--- config.mk ---
export PLATFORM = sky130hd
export DESIGN_NAME = mac_vlg_tx_arb
export DESIGN_NICKNAME = d
export VERILOG_FILES = /design/src/rtl/mac_vlg_tx_arb.sv
export SDC_FILE = /design/constraint.sdc
export NUM_CORES = 1
export LEC_CHECK = 0
export CAP_MARGIN = 15
export CELL_PAD_IN_SITES_DETAIL_PLACEMENT = 1
export CELL_PAD_IN_SITES_GLOBAL_PLACEMENT = 2
export CORE_MARGIN = 2
export CORE_UTILIZATION = 20
export CTS_BUF_LIST = sky130_fd_sc_hd__clkbuf_16
export DETAILED_ROUTE_END_ITERATION = 10
export PLACE_DENSITY_LB_ADDON = 0.1
export SKIP_CTS_REPAIR_TIMING = 1
export SLEW_MARGIN = 20
export SYNTH_ARGS = -nofsm -noshare
export SYNTH_HDL_FRONTEND = slang
export SYNTH_SLANG_ARGS = --single-unit
--- constraint.sdc ---
create_clock -name clk -period 4.2 [get_ports clk]
set_input_delay 1.26 -clock clk [delete_from_list [all_inputs] [get_ports clk]]
set_output_delay 1.26 -clock clk [all_outputs]
set_load 0.005 [all_outputs]
--- src/rtl/mac_vlg_tx_arb.sv ---
// mac_vlg_tx_arb: round-robin arbiter/sequencer sharing one mac_vlg TX port among N protocol engines
package mac_vlg_pkg;
    typedef struct packed {
        logic [47:0] dst_mac_addr;
        logic [15:0] ethertype;
    } mac_hdr_t;
endpackage

module mac_vlg_tx_arb
    import mac_vlg_pkg::*;
#(
    parameter int N          = 4,
    parameter int IFG_CYCLES = 12,
    parameter int TMO_CYCLES = 4096
) (
    input  logic                 clk,
    input  logic                 rst_n,
    input  logic [N-1:0]         i_req_avl,
    input  mac_hdr_t [N-1:0]     i_req_hdr,
    input  logic [N-1:0][7:0]    i_req_d,
    input  logic [N-1:0]         i_req_v,
    output logic [N-1:0]         o_req_rdy,
    output logic [N-1:0]         o_req_done,
    output logic                 o_req_err,
    output logic                 o_mac_avl,
    input  logic                 i_mac_rdy,
    output mac_hdr_t             o_mac_hdr,
    output logic [7:0]           o_mac_d,
    output logic                 o_mac_v,
    input  logic                 i_mac_done,
    output logic [$clog2(N)-1:0] o_grant_id,
    output logic                 o_idle
);
    localparam int GW = $clog2(N);
    localparam int IW = $clog2(IFG_CYCLES + 1);
    localparam int TW = $clog2(TMO_CYCLES + 1);
    localparam logic [IW-1:0] IFG_LAST = IW'(IFG_CYCLES - 1);
    localparam logic [TW-1:0] TMO_LAST = TW'(TMO_CYCLES - 1);

    typedef enum logic [2:0] {S_IDLE, S_ARM, S_HDR, S_DATA, S_TAIL, S_GAP} state_t;

    state_t        r_state;
    logic [GW-1:0] r_last;
    logic [GW-1:0] r_grant;
    mac_hdr_t      r_hdr;
    logic          r_avl;
    logic [N-1:0]  r_rdy;
    logic [N-1:0]  r_done;
    logic          r_err;
    logic [7:0]    r_d;
    logic          r_v;
    logic          r_seen;
    logic [TW-1:0] r_wdt;
    logic [IW-1:0] r_ifg;

    logic          w_found;
    logic [GW-1:0] w_pick;
    logic [GW-1:0] w_ix;
    logic          w_tmo;

    assign w_tmo      = (r_wdt == TMO_LAST);
    assign o_req_rdy  = r_rdy;
    assign o_req_done = r_done;
    assign o_req_err  = r_err;
    assign o_mac_avl  = r_avl;
    assign o_mac_hdr  = r_hdr;
    assign o_mac_d    = r_d;
    assign o_mac_v    = r_v;
    assign o_grant_id = r_grant;
    assign o_idle     = (r_state == S_IDLE);

    // Round-robin search: the pending requester closest after the last grant wins
    always_comb begin
        w_found = 1'b0;
        w_pick  = '0;
        w_ix    = '0;
        for (int k = N; k >= 1; k--) begin
            w_ix = GW'((int'(r_last) + k) % N);
            if (i_req_avl[w_ix]) begin
                w_found = 1'b1;
                w_pick  = w_ix;
            end
        end
    end

    // Sequencer: grant, header handshake, payload forwarding, completion wait, watchdog and gap
    always_ff @(posedge clk) begin
        if (!rst_n) begin
            r_state <= S_IDLE;
            r_last  <= GW'(N - 1);
            r_grant <= '0;
            r_hdr   <= '0;
            r_avl   <= 1'b0;
            r_rdy   <= '0;
            r_done  <= '0;
            r_err   <= 1'b0;
            r_d     <= '0;
            r_v     <= 1'b0;
            r_seen  <= 1'b0;
            r_wdt   <= '0;
            r_ifg   <= '0;
        end else begin
            r_rdy  <= '0;
            r_done <= '0;
            r_err  <= 1'b0;
            r_d    <= '0;
            r_v    <= 1'b0;
            case (r_state)
                S_IDLE: begin
                    if (w_found) begin
                        r_grant <= w_pick;
                        r_last  <= w_pick;
                        r_hdr   <= i_req_hdr[w_pick];
                        r_avl   <= 1'b1;
                        r_wdt   <= '0;
                        r_state <= S_ARM;
                    end
                end
                S_ARM: begin
                    if (i_mac_rdy) begin
                        r_avl   <= 1'b0;
                        r_wdt   <= '0;
                        r_state <= S_HDR;
                    end else if (w_tmo) begin
                        r_done[r_grant] <= 1'b1;
                        r_err   <= 1'b1;
                        r_avl   <= 1'b0;
                        r_ifg   <= '0;
                        r_state <= S_GAP;
                    end else begin
                        r_wdt <= r_wdt + 1'b1;
                    end
                end
                S_HDR: begin
                    if (!i_mac_rdy) begin
                        r_rdy[r_grant] <= 1'b1;
                        r_seen  <= 1'b0;
                        r_state <= S_DATA;
                    end else if (w_tmo) begin
                        r_done[r_grant] <= 1'b1;
                        r_err   <= 1'b1;
                        r_ifg   <= '0;
                        r_state <= S_GAP;
                    end else begin
                        r_wdt <= r_wdt + 1'b1;
                    end
                end
                S_DATA: begin
                    r_d <= i_req_d[r_grant];
                    r_v <= i_req_v[r_grant];
                    if (i_req_v[r_grant]) begin
                        r_seen <= 1'b1;
                    end else if (r_seen) begin
                        if (i_mac_done) begin
                            r_done[r_grant] <= 1'b1;
                            r_ifg   <= '0;
                            r_state <= S_GAP;
                        end else begin
                            r_wdt   <= '0;
                            r_state <= S_TAIL;
                        end
                    end
                end
                S_TAIL: begin
                    if (i_mac_done) begin
                        r_done[r_grant] <= 1'b1;
                        r_ifg   <= '0;
                        r_state <= S_GAP;
                    end else if (w_tmo) begin
                        r_done[r_grant] <= 1'b1;
                        r_err   <= 1'b1;
                        r_ifg   <= '0;
                        r_state <= S_GAP;
                    end else begin
                        r_wdt <= r_wdt + 1'b1;
                    end
                end
                S_GAP: begin
                    if (r_ifg == IFG_LAST) begin
                        r_hdr   <= '0;
                        r_state <= S_IDLE;
                    end else begin
                        r_ifg <= r_ifg + 1'b1;
                    end
                end
                default: r_state <= S_IDLE;
            endcase
        end
    end
endmodule
==> results <==
- Dividing the detail-routed wire length by the instance count gives 19.83 um.
- After synthesis, the mean cell area works out to 7.454 um2.
- In the routed layout, each cell is associated on average with a via count of 4.712.
- The total number of yosys warnings is 0.
- The number of port buffers is 385.
- The worst hold path begins at r_seen$_SDFFE_PN0P_.
- The number of clock buffers added by TritonCTS is 9.
- The area fraction in and, or, nand and nor cells after synthesis is 29.97%.
- The critical path is of the in -> reg type.
- The cell area that synthesis handed to floorplanning was 0.006187 mm2.
- The area fraction of the dominant cell type after synthesis is 34.94%.
- The minimum clock period after layout is 3.381 ns.
- In this run the static leakage power is 4.270 nW.
- In this run the tightest slew margin relative to its limit is 46.58%.
- The critical path data required time is 4.44 ns.
- Cells with a size suffix above 1 make up 8.622% of the layout.
- The number of global-route vias before repair is 7515.
- The tree is rooted in a sky130_fd_sc_hd__clkbuf_16.
- The fraction of the cycle the final worst path needs is 80.51%.
- The TritonCTS clock tree is yes.
- Along the worst hold path, the cell count comes to 2.
- The starting density of the core is 20.28%.
- The clock latency of the later-clocked register in the worst-skew pair is 0.36 ns.
- The first detailed-routing pass ran for 4 iterations.
- After synthesis the netlist holds a flip-flop and latch count of 108.
- The worst-case clock buffer depth is 2.
- At the pin with the least slew margin, the transition time is 0.8010 ns.
- The total wire length is 31.44 mm.
- Setup violations remaining at the end of the flow were counted as 0.
- The congestion estimate from routability-driven global placement came to 0.7761.
- Along the worst path, the maximum fanout reaches 22.
- Measured on the finished design, the core utilization comes to 35.32%.
- Clock-pin slew was measured on the worst setup and hold paths at 0.09 ns.
- The H-tree was split into 3 levels.
- Setup repair after global routing left no endpoint under its margin.
- The count of nets left with antenna violations once routing finished came out at 0.
- The sink count of the clock tree is 108.
- The tool flagged a number of max-cap violations equal to 0.
- The path class of the tightest hold or removal check is reg -> reg.
- The worst hold path terminates at r_seen$_SDFFE_PN0P_.
- The startpoint of the worst register-to-register path is r_state[0]$_SDFFE_PN0P_.
- Data on the critical path arrives at its endpoint at 3.63 ns.
- The xor and xnor area share after synthesis is 0%.
- The sequential cell area fraction in the yosys report is 34.94%.
- The worst ir drop on vdd is 273.4 uV.
- The overall die area is 0.03236 mm2.
- The floorplan has 64 rows.
- The core area is 0.03051 mm2.
- For this run the aggregate overflow at the end of global routing stands at 0.
- The pin count of the biggest net entering global routing is 110.
- The kind of start point of the critical path is a primary input.
- In this run, the number of DRC markers left after iteration 0 of detailed routing was 403.
- The number of failing hold endpoints at the final stage was 0.
- The half-perimeter wire length of the detailed placement result is 23.33 mm.
- The end of the worst register-to-register path is o_req_done[3]$_SDFF_PN0_.
- The cell count of the worst reg-to-reg path is 5.
- By area, the combinational part of the netlist is dominated by simple AND/OR/NAND/NOR gates.
- Ranked by total cell area, the synthesized netlist is headed by sky130_fd_sc_hd__dfxtp_1, sky130_fd_sc_hd__nand2_1, sky130_fd_sc_hd__a221o_2.
- The initial antenna violation count is 6.
- The number of vias in the routed layout is 7468.
- Adding up every negative setup slack in the final design gives 0 ns.
- The flow ran to the end, and the final reports show no timing, DRC or antenna violations.
- The kind of end point of the critical path is a register.
- The first global-routing pass estimated 48.15 mm of wire.
- After Yosys synthesis, full adders, half adders and majority gates account for 0.4044% of the synthesized area.
- After synthesis, the share of flip-flops with an asynchronous set or reset is 0%.
- When the netlist entered floorplanning its net count stood at 1132.
- The library cell occupying the most area in the post-synthesis netlist is sky130_fd_sc_hd__dfxtp_1.
- The final-stage net count is 1480.
- The number of max-slew violations in the final report is 0.
- The height of the chip is 179.9 um.
- From synthesis to final layout, the design area changed by 74.18%.
- For the final database, setup skew stands at 0.01086 ns.
- For this design the ratio of total power to cell area is 371.5 mW/mm2.
- The maximum operating frequency is 295.7 MHz.
- Summing the areas of all compound-gate instances in the mapped netlist gives 24.77% of the synthesized area.
- Pin placement for this block handled 386 I/O pins.
- Synthesis produced a netlist whose cell count is 830.
- For this run, design rule violations remaining after detail routing come to 0.
- The count of cell types in the netlist is 56.
- The final total power is 0.004003 W.
- In this run the horizontal extent of the chip is 179.9 um.
- For this run, the total global-route usage over all layers was measured as 19.07%.
- Counting flops with a built-in enable in the synthesized netlist gives 0.
- In the synthesized netlist, mux cells make up 3.498% of the area.
- The worst register-to-register path has a setup slack of 1.38 ns.
- For this run, the leading register cell type out of synthesis is sky130_fd_sc_hd__dfxtp_1.
==> critical path, cell delays in order <==
cell and delay, ns:
sky130_fd_sc_hd__clkdlybuf4s50_1 0.50, sky130_fd_sc_hd__or4_4 0.59, sky130_fd_sc_hd__and2_1 0.27, sky130_fd_sc_hd__o2111ai_4 0.36, sky130_fd_sc_hd__buf_12 0.26, sky130_fd_sc_hd__a21oi_1 0.06
sky130_fd_sc_hd__a221o_2 0.29
==> worst max-delay path by stage <==
stage	from	end	slack (ns)	cells after the start
2_1_floorplan	i_req_avl[0]	o_mac_hdr[15]$_SDFFE_PN0P_	1.21	7
3_3_place_gp	i_req_avl[0]	o_mac_hdr[43]$_SDFFE_PN0P_	0.43	7
3_5_place_dp	i_mac_done	r_wdt[2]$_SDFFE_PN0P_	0.39	8
4_1_cts	i_mac_done	r_wdt[3]$_SDFFE_PN0P_	0.77	8
5_1_grt	i_req_avl[0]	o_mac_hdr[4]$_SDFFE_PN0P_	0.70	7
6_report	i_req_avl[0]	o_mac_hdr[7]$_SDFFE_PN0P_	0.82	7
==> logic make-up (layout without fill, tap and decap cells) <==
kind of cell               Yosys count  in the layout
AOI/OAI and AO/OA                  200            200
adders and majority gates            2              2
buffers and inverters               75            428
DFF                                108            108
muxes                               11             11
other                                0              6
and+or+nand+nor                    434            434
==> through the flow <==
step	cell area, um2	worst slack [ns]	cells	hold WS [ns]
final	10780	0.8185	1585	0.4774
after global routing	10770	0.6972	1582	0.4931
after CTS	10760	0.7695	1579	0.4796
after detailed placement	10430	0.3933	1563	0.4660
after global placement	10430	0.4258	1563	0.4590
after floorplan	6187	1.209	830	0.4359
==> layer usage <==
layer  vias to the layer above  wire [um]  global-route usage, %
met1                      3556      13420                  23.90
met4                         2        654                  5.138
li1                       3631          -                      -
met3                        30       2193                  4.781
met2                       249      15150                  32.46
met5                         -         13                      0
==> registers in the layout (all words and copies together), names as in the netlist <==
signal      count
o_mac_hdr      64
r_wdt          13
o_mac_d         8
o_req_done      4
o_req_rdy       4
r_ifg           4
r_state         3
o_grant_id      2
r_last          2
o_mac_avl       1
o_mac_v         1
o_req_err       1
r_seen          1
==> Yosys cell counts (2+ instances only) <==
cell type / count
sky130_fd_sc_hd__nor2b_1: 4
sky130_fd_sc_hd__nand3b_1: 2
sky130_fd_sc_hd__a221o_2: 43
sky130_fd_sc_hd__ha_1: 2
sky130_fd_sc_hd__and3_1: 14
sky130_fd_sc_hd__a21oi_1: 90
sky130_fd_sc_hd__nor2_1: 20
sky130_fd_sc_hd__o21ai_0: 10
sky130_fd_sc_hd__or2_2: 2
sky130_fd_sc_hd__and3b_1: 3
sky130_fd_sc_hd__buf_6: 13
sky130_fd_sc_hd__clkinv_1: 2
sky130_fd_sc_hd__a31oi_1: 3
sky130_fd_sc_hd__and2_1: 3
sky130_fd_sc_hd__nor3_1: 6
sky130_fd_sc_hd__buf_2: 11
sky130_fd_sc_hd__nand2b_1: 8
sky130_fd_sc_hd__mux4_2: 8
sky130_fd_sc_hd__nor4_1: 4
sky130_fd_sc_hd__a221o_1: 21
sky130_fd_sc_hd__nand2_1: 334
sky130_fd_sc_hd__or4_4: 2
sky130_fd_sc_hd__or4_1: 10
sky130_fd_sc_hd__nor4b_1: 3
sky130_fd_sc_hd__o22ai_1: 3
sky130_fd_sc_hd__o31ai_1: 12
sky130_fd_sc_hd__o211a_1: 2
sky130_fd_sc_hd__dfxtp_1: 108
sky130_fd_sc_hd__or3_1: 2
sky130_fd_sc_hd__clkbuf_1: 41
sky130_fd_sc_hd__nand4_1: 5
sky130_fd_sc_hd__inv_1: 6
sky130_fd_sc_hd__nand3_1: 10
==> layout make-up <==
type | instances | area [um2]
fill | 3633 | 19730
timing repair buffer | 404 | 4071
multi-input combinational | 647 | 3672
sequential | 108 | 2162
tap | 396 | 495.5
clock buffer | 9 | 225.2
clock inverter | 7 | 105.1
inverter | 8 | 30.03
antenna | 6 | 15.01
==> layout by cell type, fill, tap and decap left out, types with 8 or more instances in the layout <==
master                            count
sky130_fd_sc_hd__dfxtp_1            108
sky130_fd_sc_hd__a221o_2             43
sky130_fd_sc_hd__and3_1              13
sky130_fd_sc_hd__clkbuf_16            9
sky130_fd_sc_hd__o31ai_1             11
sky130_fd_sc_hd__o21ai_0             10
sky130_fd_sc_hd__or4_1               10
sky130_fd_sc_hd__nand2b_1             8
sky130_fd_sc_hd__mux4_2               8
sky130_fd_sc_hd__nand3_1             10
sky130_fd_sc_hd__nor2_1              20
sky130_fd_sc_hd__nand2_1            334
sky130_fd_sc_hd__buf_4               13
sky130_fd_sc_hd__a21oi_1             90
sky130_fd_sc_hd__clkdlybuf4s50_1    385
sky130_fd_sc_hd__a221o_1             21
==> where the power goes <==
part           switching, W  internal [W]  total, W
Clock              0.000462      0.000536  0.000998
Combinational      0.000800      0.000892   0.00169
Sequential         0.000120       0.00119   0.00131
Total               0.00138       0.00262   0.00400
(Power assumes the default switching activity.)
